## src/rtl/serial_add_pkg.sv

```systemverilog
// Shared types for the bit-serial adder controller.
// Holds the FSM state encoding and the counter-width helper.
package serial_add_pkg;

    typedef enum logic [1:0] {
        IDLE = 2'd0,
        RUN  = 2'd1,
        DONE = 2'd2
    } state_t;

    // Counter must hold 0..WIDTH-1; one extra code keeps WIDTH=1 at one bit.
    function automatic int cnt_w(input int w);
        return $clog2(w + 1);
    endfunction

endpackage

```

## src/rtl/serial_add_ctrl_fa_cell.sv

```systemverilog
// One-bit full adder built from two half adders and an OR gate.
// The serial controller drives exactly one instance of this cell.
module fa_cell (
    input  logic a,
    input  logic b,
    input  logic cin,
    output logic sum,
    output logic cout
);

    logic hs1;
    logic hc1;
    logic hc2;

    // First half adder: a + b
    assign hs1  = a ^ b;
    assign hc1  = a & b;

    // Second half adder folds in the carry
    assign sum  = hs1 ^ cin;
    assign hc2  = hs1 & cin;

    // Only one half adder can carry at a time
    assign cout = hc1 | hc2;

endmodule

```

## src/rtl/serial_add_ctrl.sv

```systemverilog
// Bit-serial adder controller: one operand bit per clock through fa_cell.
// Accepts a job in IDLE, shifts for WIDTH cycles in RUN, presents it in DONE.
module serial_add_ctrl
    import serial_add_pkg::*;
#(
    parameter int WIDTH = 8
) (
    input  logic             clk,
    input  logic             rst_n,
    input  logic             in_valid,
    output logic             in_ready,
    input  logic [WIDTH-1:0] a,
    input  logic [WIDTH-1:0] b,
    input  logic             cin,
    output logic             out_valid,
    input  logic             out_ready,
    output logic [WIDTH-1:0] sum,
    output logic             cout,
    output logic             busy
);

    localparam int            CW   = cnt_w(WIDTH);
    localparam logic [CW-1:0] LAST = CW'(WIDTH - 1);

    state_t           state;
    state_t           state_nx;

    logic [WIDTH-1:0] opa_sr;
    logic [WIDTH-1:0] opb_sr;
    logic [WIDTH-1:0] sum_sr;
    logic [WIDTH-1:0] sum_shift;
    logic [WIDTH-1:0] sum_q;
    logic             carry;
    logic             cout_q;
    logic [CW-1:0]    cnt;

    logic             bit_s;
    logic             bit_c;
    logic             accept;
    logic             in_run;
    logic             last;

    assign accept = (state == IDLE) && in_valid;
    assign in_run = (state == RUN);
    assign last   = in_run && (cnt == LAST);

    fa_cell u_fa (
        .a    (opa_sr[0]),
        .b    (opb_sr[0]),
        .cin  (carry),
        .sum  (bit_s),
        .cout (bit_c)
    );

    // New sum bit enters at the MSB; after WIDTH shifts bit 0 sits at bit 0.
    generate
        if (WIDTH == 1) begin : g_w1
            assign sum_shift = bit_s;
        end else begin : g_wn
            assign sum_shift = {bit_s, sum_sr[WIDTH-1:1]};
        end
    endgenerate

    // State register
    always_ff @(posedge clk or negedge rst_n) begin
        if (!rst_n) begin
            state <= IDLE;
        end else begin
            state <= state_nx;
        end
    end

    // Next-state logic
    always_comb begin
        state_nx = state;
        unique case (state)
            IDLE: begin
                if (in_valid) begin
                    state_nx = RUN;
                end
            end
            RUN: begin
                if (cnt == LAST) begin
                    state_nx = DONE;
                end
            end
            DONE: begin
                if (out_ready) begin
                    state_nx = IDLE;
                end
            end
            default: begin
                state_nx = IDLE;
            end
        endcase
    end

    // Handshake and status outputs decoded from state
    always_comb begin
        in_ready  = 1'b0;
        out_valid = 1'b0;
        busy      = 1'b0;
        unique case (state)
            IDLE: begin
                in_ready = 1'b1;
            end
            RUN: begin
                busy = 1'b1;
            end
            DONE: begin
                out_valid = 1'b1;
                busy      = 1'b1;
            end
            default: begin
                in_ready = 1'b0;
            end
        endcase
    end

    // Operand load on accept, one serial step per RUN cycle
    always_ff @(posedge clk or negedge rst_n) begin
        if (!rst_n) begin
            opa_sr <= '0;
            opb_sr <= '0;
            sum_sr <= '0;
            carry  <= 1'b0;
            cnt    <= '0;
        end else if (accept) begin
            opa_sr <= a;
            opb_sr <= b;
            carry  <= cin;
            cnt    <= '0;
        end else if (in_run) begin
            opa_sr <= opa_sr >> 1;
            opb_sr <= opb_sr >> 1;
            sum_sr <= sum_shift;
            carry  <= bit_c;
            if (!last) begin
                cnt <= cnt + CW'(1);
            end
        end
    end

    // Result register: updated only when a job completes, so it
    // keeps the previous answer through the next job's RUN phase.
    always_ff @(posedge clk or negedge rst_n) begin
        if (!rst_n) begin
            sum_q  <= '0;
            cout_q <= 1'b0;
        end else if (last) begin
            sum_q  <= sum_shift;
            cout_q <= bit_c;
        end
    end

    assign sum  = sum_q;
    assign cout = cout_q;

endmodule

```

## config.mk

```make
export PLATFORM = sky130hd
export DESIGN_NAME = serial_add_ctrl
export DESIGN_NICKNAME = d
export VERILOG_FILES = /design/src/rtl/serial_add_pkg.sv /design/src/rtl/serial_add_ctrl_fa_cell.sv /design/src/rtl/serial_add_ctrl.sv
export SDC_FILE = /design/constraint.sdc
export NUM_CORES = 1
export LEC_CHECK = 0
export CORE_UTILIZATION = 32
export CTS_CLUSTER_DIAMETER = 120
export DETAILED_ROUTE_END_ITERATION = 8
export GPL_TIMING_DRIVEN = 0
export RECOVER_POWER = 100
export SYNTH_ARGS = -nofsm -noshare
export SYNTH_HDL_FRONTEND = slang
export SYNTH_SLANG_ARGS = --single-unit
```

## constraint.sdc

```tcl
create_clock -name clk -period 1.68 [get_ports clk]
set_input_delay 0.336 -clock clk [delete_from_list [all_inputs] [get_ports clk]]
set_output_delay 0.336 -clock clk [all_outputs]
set_load 0.005 [all_outputs]
```

==> impl_metrics.json, run 1 <==
{
  "synthFlopType": "dfrtp_1",
  "io_buffers": 32,
  "synth_compound_area_frac": 0.0749,
  "avgSynthCellArea_um2": 12.1,
  "nets": 214,
  "worst_pin_slew_ns": 0.949,
  "synth_mux_area_frac": 0.198,
  "worst_ep_required_time_ns": 1.85,
  "hold_slack_ns": 0.193,
  "power_per_cell_area_nw_per_um2": 1620,
  "finalHoldViolations": 0,
  "dieArea_um2": 5840,
  "vias": 1218,
  "grt.overflow.total": 0,
  "clkSinkCount": 39,
  "rows": 26,
  "synthTopCellsByArea": "dfrtp_1, mux2_2, mux2i_1",
  "synth_fp_nets": 174,
  "core-area_um2": 5200,
  "synth_top_cell_by_area": "dfrtp_1",
  "hpwl_um": 2300,
  "placed_area_um2": 2170,
  "clkTransAtPathRegs_ns": 0.07,
  "slowest_delay_ns": 0.40,
  "syn_area_um2": 1770,
  "wirelength_um": 3330,
  "dp.cells": 249,
  "postCtsHoldBufs": 0,
  "synth-seq-area-share": 0.551,
  "place.gp.congestion": 0.755,
  "grt_usage": 0.128,
  "cts-root-buf": "clkbuf_8",
  "leakagePower_uw": 0.00109,
  "final_layout_size_suffix_gt1_frac": 0.218,
  "die_h_um": 76.4,
  "drc": 0,
  "wire_per_inst_um": 12.9,
  "clock_path_buffers": 2,
  "path_cells": "ha_2, nand3b_4, a222oi_1, mux2_1",
  "worstPathArrival_ns": 1.79,
  "num_antenna_cells": 0,
  "synthXorXnorAreaFrac": 0,
  "drv_slew": 0,
  "synth_top_area_share": 0.551,
  "synthAdderAreaFrac": 0.0466,
  "die_w_um": 76.4,
  "cts_inserted_buffers": 5,
  "pin_count": 33,
  "synth-edff-count": 0,
  "h-tree-depth": 2,
  "yosysWarnings": 0,
  "startpoint_type": "flop",
  "drtPass1Iterations": 4,
  "synth_top_family_by_area": "multiplexers",
  "status": "finished clean",
  "setup_viol": 0,
  "grt_pass1_vias": 1285,
  "synth-seq-cells": 39,
  "hold_class": "primary input to asynchronous set/reset pin",
  "worstSetupEndpointType": "flop",
  "insertion_delay_ns": 0.28,
  "viasPerCell": 4.72,
  "fin_crit_ns": 1.63,
  "layout_common_cells": "dfrtp_1, nand2_1, clkdlybuf4s50_1",
  "max_freq_mhz": 615,
  "synth_cell_types": 24,
  "synth-simple-area-share": 0.0982,
  "timing.max_cap.violations": 0,
  "antenna_found_initial": 0,
  "cp_max_fo": 5,
  "postSynthCellCount": 147,
  "clock-skew-final_ns": 0.00402,
  "final_util": 0.440,
  "grt_start_max_net_pins": 40,
  "crit_type": "flop to flop",
  "timing.final.crit_share": 0.968,
  "fin_cells": 258,
  "fin_tns_setup_ns": 0,
  "cp_slowest_cell": "a222oi_1",
  "synthArstFlopShare": 1.00,
  "ir_drop_uv": 534,
  "area_growth_pct": 29.4,
  "grt_first_pass_wirelength_um": 6000,
  "max_slew_margin": 0.367,
  "layout_commonest_cell": "dfrtp_1",
  "initial_core_util": 0.340,
  "drt_iter0_drc": 79,
  "postRouteAntennaNets": 0,
  "fin_area_um2": 2290,
  "n_fill_cell": 497,
  "tritoncts": "yes"
}
==> timing repair <==
item,CTS,global route
gates cloned,0,0
setup buffers,2,1
setup endpoints to repair,39,2
pin swaps,2,1
resized for setup,12,2
==> per-stage QoR <==
step / total power [µW] / setup WS, ns
final: 3720 / 0.0535
after global routing: 4050 / -0.0235
after CTS: 3760 / 0.0229
after detailed placement: 3120 / -0.304
after global placement: 3060 / -0.663
after floorplan: 2570 / 0.121
==> critical path: cells and delay by family (launching register included) <==
| family | cells | cell delay [ns] |
|---|---|---|
| multiplexers | 1 | 0.36 |
| AO/OA/AOI/OAI | 1 | 0.40 |
| AND/OR/NAND/NOR | 1 | 0.11 |
| adder cells (fa/ha/maj) | 1 | 0.26 |
| flip-flops | 1 | 0.38 |
==> report_power, final <==
| part | internal (µW) | switching (µW) | total, µW |
|---|---|---|---|
| clock network | 291 | 298 | 589 |
| registers | 1340 | 246 | 1590 |
| logic | 829 | 718 | 1550 |
==> flip-flops by register name (all words and copies together) (netlist names) <==
name    cells
cout        1
sum_sr      7
cnt         4
carry       1
opb_sr      8
sum         8
opa_sr      8
state       2
==> worst paths after layout <==
kind                       startpoint       end  slack (ns)  depth (start not counted)
setup / recovery               cnt[1]  state[0]        0.05                          4
hold / removal                  rst_n    sum[0]        0.19                          1
setup reg to reg               cnt[1]  state[0]        0.05                          4
hold reg to reg                sum[2]    sum[2]        0.50                          1
max in group asynchronous       rst_n    cnt[2]        0.90                          1
min in group clk               sum[2]    sum[2]        0.50                          1
==> logic make-up (layout without fill, tap and decap cells) <==
logic type / after synthesis / in the layout
multiplexers: 33 / 33
AO/OA/AOI/OAI: 23 / 23
flip-flops: 39 / 39
AND/OR/NAND/NOR: 33 / 33
adder cells (fa/ha/maj): 6 / 6
buffers and inverters: 13 / 54
==> layout make-up <==
cell class	instances	area, µm²	area share
Timing Repair Buffer	35	327	0.142
Buffer	6	30.0	0.0131
Sequential cell	39	976	0.426
Multi-Input combinational cell	95	772	0.337
Clock buffer	7	76.3	0.0333
Clock inverter	1	5.00	0.00218
Inverter	5	18.8	0.00819
Tap cell	70	87.6	0.0382
==> cells in the mapped netlist, types with 2 or more instances <==
cell      instances
a21oi_1           2
buf_2             5
clkbuf_1          3
dfrtp_1          39
ha_1              5
inv_1             5
mux2_2           16
mux2i_1          16
nand2_1          23
nand2b_1          2
nand4_1           2
o21ai_0          17
==> metal layers <==
metal  up-vias  global-route usage  part of all wire
met3         3              0.0371             0.042
met5         -                   0                 0
met4         0              0.0346            0.0051
li1        589                   -                 -
met1       598               0.163              0.48
met2        28               0.211              0.47
No activity file was read; power rests on OpenSTA's default activity.
==> inputs of run 2 (changes only) <==
Settings changed: CORE_MARGIN set to 8.
==> run 2 against run 1 <==
- sequential power about the same
- sequential cell count unchanged
- utilization decreased by 0.22 points
- clock skew about the same
- critical path depth decreased by 1
- final cell count increased by 4.3%
- largest cell class unchanged
- sequential share of layout area decreased by 1.6 points
- critical endpoint is now out_valid
- first-iteration DRC count decreased by 47%
- power increased by 5.7%
==> impl_metrics.json, run 2 (synthesis results as in run 1) <==
{
  "status": "finished clean",
  "worst_pin_slew_ns": 0.944,
  "path_cells": "buf_4, ha_2, dlygate4sd2_1",
  "clock-skew-final_ns": 0.00420,
  "startpoint_type": "flop",
  "timing.max_cap.violations": 0,
  "p_int_uw": 2610,
  "worstPathArrival_ns": 1.26,
  "slowest_delay_ns": 0.39,
  "power_per_cell_area_nw_per_um2": 1650,
  "max_freq_mhz": 625,
  "cp_slowest_cell": "dfrtp_1",
  "postCtsHoldBufs": 0,
  "rows": 27,
  "netSwitchingPower_uw": 1320,
  "timing.rr.start": "state[0]",
  "layout_commonest_cell": "dfrtp_1",
  "cp_max_fo": 3,
  "postRouteAntennaNets": 0,
  "crit_type": "flop to primary output",
  "place_ws_ns": -0.319,
  "n_fill_cell": 536,
  "clkPwrFrac": 0.156,
  "wire_per_inst_um": 13.4,
  "setup_viol": 0,
  "vias": 1240,
  "insertion_delay_ns": 0.29,
  "die_h_um": 90.4,
  "drv_slew": 0,
  "pwr-share-comb": 0.438,
  "ir_drop_uv": 637,
  "drt_iter0_drc": 42,
  "drtPass1Iterations": 4,
  "seqCellArea_um2": 976,
  "max_slew_margin": 0.371,
  "dieArea_um2": 8170,
  "place.gp.congestion": 0.716,
  "pin_count": 33,
  "final_layout_size_suffix_gt1_frac": 0.264,
  "hold_class": "primary input to asynchronous set/reset pin",
  "h-tree-depth": 2,
  "worst_slack_ns": 0.0794,
  "wirelength_um": 3610,
  "grt_pass1_vias": 1310,
  "drc": 0,
  "worst_ep_required_time_ns": 1.34,
  "grt_start_max_net_pins": 40,
  "core-area_um2": 5440,
  "leakagePower_uw": 0.00112,
  "nets": 223,
  "grt_first_pass_wirelength_um": 6160,
  "viasPerCell": 4.61,
  "multi_input_area_um2": 781,
  "area_growth_pct": 34.5,
  "layout_common_cells": "dfrtp_1, clkdlybuf4s50_1, nand2_1",
  "hpwl_um": 2440,
  "clkTransAtPathRegs_ns": 0.07,
  "fin_crit_ns": 1.60,
  "worstSetupEndpointType": "primary output",
  "timing.final.crit_share": 0.953,
  "io_buffers": 32,
  "grt_usage": 0.0923,
  "die_w_um": 90.4,
  "tritoncts": "yes",
  "clock_path_buffers": 2,
  "cts-root-buf": "clkbuf_8",
  "power.total_uw": 3930,
  "initial_core_util": 0.326,
  "grt.overflow.total": 0,
  "clkSinkCount": 39,
  "switching_share": 0.337,
  "num_antenna_cells": 0,
  "finalHoldViolations": 0,
  "worstRegToRegCells": 5,
  "cts_inserted_buffers": 5,
  "antenna_found_initial": 0,
  "crit_start": "state[1]",
  "pwr-share-seq": 0.406
}
run 2: layout make-up:
cell class,instances,area share
flip-flops and latches,39,0.409
inverters,5,0.00787
well taps,72,0.0378
plain buffers,7,0.0147
clock buffers,6,0.0304
clock inverters,2,0.00525
multi-input cells,95,0.328
repair buffers,43,0.167
run 2: path summary, 6_finish.rpt:
check | end | slack (ns)
worst max register to register | state[0] | 0.09
worst max-delay path | out_valid | 0.08
worst min-delay path | state[0] | 0.18
min in group clk | sum[3] | 0.51
max in group asynchronous | opb_sr[4] | 0.92
worst min register to register | sum[3] | 0.51
run 2: worst max-delay path: cells and delay by family (launching register included):
family | cells | cell delay, ns
buffers and inverters | 2 | 0.41
flip-flops | 1 | 0.39
adder cells (fa/ha/maj) | 1 | 0.17
run 2: what timing repair did:
item                       4_1_cts  5_1_grt
gates resized for setup         11        4
setup endpoints to repair       33       10
pin swaps                        1        2
buffers inserted                 4        7
run 2: through the flow:
stage / util / setup TNS, ns / cell area, µm² / instances / hold slack (ns)
final: 0.438 / 0 / 2380 / 269 / 0.180
after global routing: 0.438 / -0.000622 / 2380 / 269 / 0.250
after CTS: 0.424 / 0 / 2300 / 262 / 0.182
after detailed placement: 0.400 / -4.76 / 2180 / 251 / 0.495
after global placement: 0.401 / -31.51 / 2180 / 251 / 0.488
after floorplan: - / 0 / 1770 / 147 / 0.0404
run 2: per-layer routing:
metal	global-route usage	wire length [µm]	vias up
met5	0	0	-
met4	0.0333	55	0
met3	0.0424	226	7
met2	0.140	1660	34
met1	0.112	1670	594
li1	-	-	605
run 2: power groups by stage:
stage	clock (µW)	combinational [µW]	sequential (µW)
after CTS	636	1620	1590
after floorplan	0	1020	1540
final	614	1720	1600
after detailed placement	0	1520	1610
after global placement	0	1490	1600
after global routing	684	1940	1660
==> inputs of run 3 (changes only) <==
Settings changed: CORE_MARGIN 8 to 3.
==> run 3 against run 2 <==
- combinational power is 5% lower
- sequential power hardly changed
- wire length is 2.1% lower
- register-to-register slack worse by 0.03 ns
- clock skew is 0.0025 ns higher
- die area is 21% lower
==> impl_metrics.json, run 3 (synthesis results as in run 1) <==
{
  "status": "finished clean",
  "die_h_um": 80.4,
  "drtPass1Iterations": 4,
  "worstPathArrival_ns": 1.78,
  "insertion_delay_ns": 0.28,
  "clock-skew-final_ns": 0.00668,
  "cp_max_fo": 6,
  "layout_commonest_cell": "dfrtp_1",
  "nets": 217,
  "num_antenna_cells": 0,
  "ir_drop_uv": 752,
  "startpoint_type": "flop",
  "vias": 1219,
  "hold_class": "primary input to asynchronous set/reset pin",
  "wire_per_inst_um": 13.5,
  "crit_start": "state[0]",
  "place.gp.congestion": 0.775,
  "hpwl_um": 2430,
  "clock_path_buffers": 2,
  "timing.max_cap.violations": 0,
  "area_growth_pct": 31.4,
  "n_fill_cell": 501,
  "clkSinkCount": 39,
  "dieArea_um2": 6470,
  "finalHoldViolations": 0,
  "leakagePower_uw": 0.00111,
  "pin_count": 33,
  "io_buffers": 32,
  "max_slew_margin": 0.346,
  "setup_viol": 0,
  "cts-root-buf": "clkbuf_8",
  "final_layout_size_suffix_gt1_frac": 0.236,
  "crit_type": "flop to flop",
  "drt_iter0_drc": 53,
  "postRouteAntennaNets": 0,
  "worst_ep_required_time_ns": 1.84,
  "grt.overflow.total": 0,
  "power_per_cell_area_nw_per_um2": 1640,
  "viasPerCell": 4.67,
  "timing.final.crit_share": 0.964,
  "grt_usage": 0.118,
  "initial_core_util": 0.338,
  "worstSetupEndpointType": "flop",
  "cts_inserted_buffers": 5,
  "tritoncts": "yes",
  "h-tree-depth": 2,
  "drv_slew": 0,
  "max_freq_mhz": 618,
  "core-area_um2": 5240,
  "place_ws_ns": -0.325,
  "worst_slack_ns": 0.0606,
  "rsz0062_at_grt": "no",
  "hold_slack_ns": 0.209,
  "worst_pin_slew_ns": 0.981,
  "clkTransAtPathRegs_ns": 0.07,
  "antenna_found_initial": 0,
  "layout_common_cells": "dfrtp_1, nand2_1, clkdlybuf4s50_1",
  "wirelength_um": 3530,
  "grt_start_max_net_pins": 40,
  "fin_crit_ns": 1.62,
  "rows": 26,
  "die_w_um": 80.4,
  "grt_first_pass_wirelength_um": 5930,
  "grt_pass1_vias": 1271,
  "postCtsHoldBufs": 0,
  "timing.rr.start": "state[0]",
  "drc": 0
}
run 3: where the power goes:
group / internal (µW) / switching, µW
Combinational: 892 / 753
Clock: 291 / 297
Sequential: 1340 / 251
run 3: final timing paths:
kind                             end  slack (ns)  cells past startpoint
setup reg to reg            state[0]        0.06                      4
min in group clk                cout        0.51                      1
hold reg to reg                 cout        0.51                      1
max in group asynchronous  sum_sr[3]        0.87                      1
setup / recovery            state[0]        0.06                      4
hold / removal              state[1]        0.21                      1
run 3: worst max-delay path, cell delays in order (launching register included):
cell and delay (ns):
dfrtp_1 0.40, buf_4 0.15, ha_4 0.18, a222oi_1 0.41, mux2_1 0.36
run 3: layout make-up:
type,instances,area (µm²),share of cell area
buffer,7,35.0,0.0150
clock buffer,7,76.3,0.0328
clock inverter,1,5.00,0.00215
inverter,5,18.8,0.00806
multi-input combinational,95,781,0.335
sequential,39,976,0.419
tap,70,87.6,0.0376
timing repair buffer,37,349,0.150
run 3: timing repair:
action                                  4_1_cts  5_1_grt
gates resized for setup                      13        2
setup buffers                                 4        1
endpoints found under the setup margin       35        1
pin swaps                                     2        1
run 3: through the flow:
stage                     cells  utilization  instance area (µm²)  TNS (ns)  power (µW)
after floorplan             147            -                 1770         0        2570
after global placement      249        0.416                 2180    -29.91        3060
after detailed placement    249        0.415                 2170     -4.81        3140
after CTS                   260        0.440                 2300         0        3830
after global routing        261        0.445                 2330         0        4150
final                       261        0.445                 2330         0        3820
run 3: per-layer routing:
metal  share of wire  track usage  wire length [µm]  up-vias
met5               0            0                 0        -
met4          0.0023       0.0236                 8        0
met3           0.043       0.0404               151        2
met2            0.49        0.196              1750       29
met1            0.46        0.149              1620      592
li1                -            -                 -      596
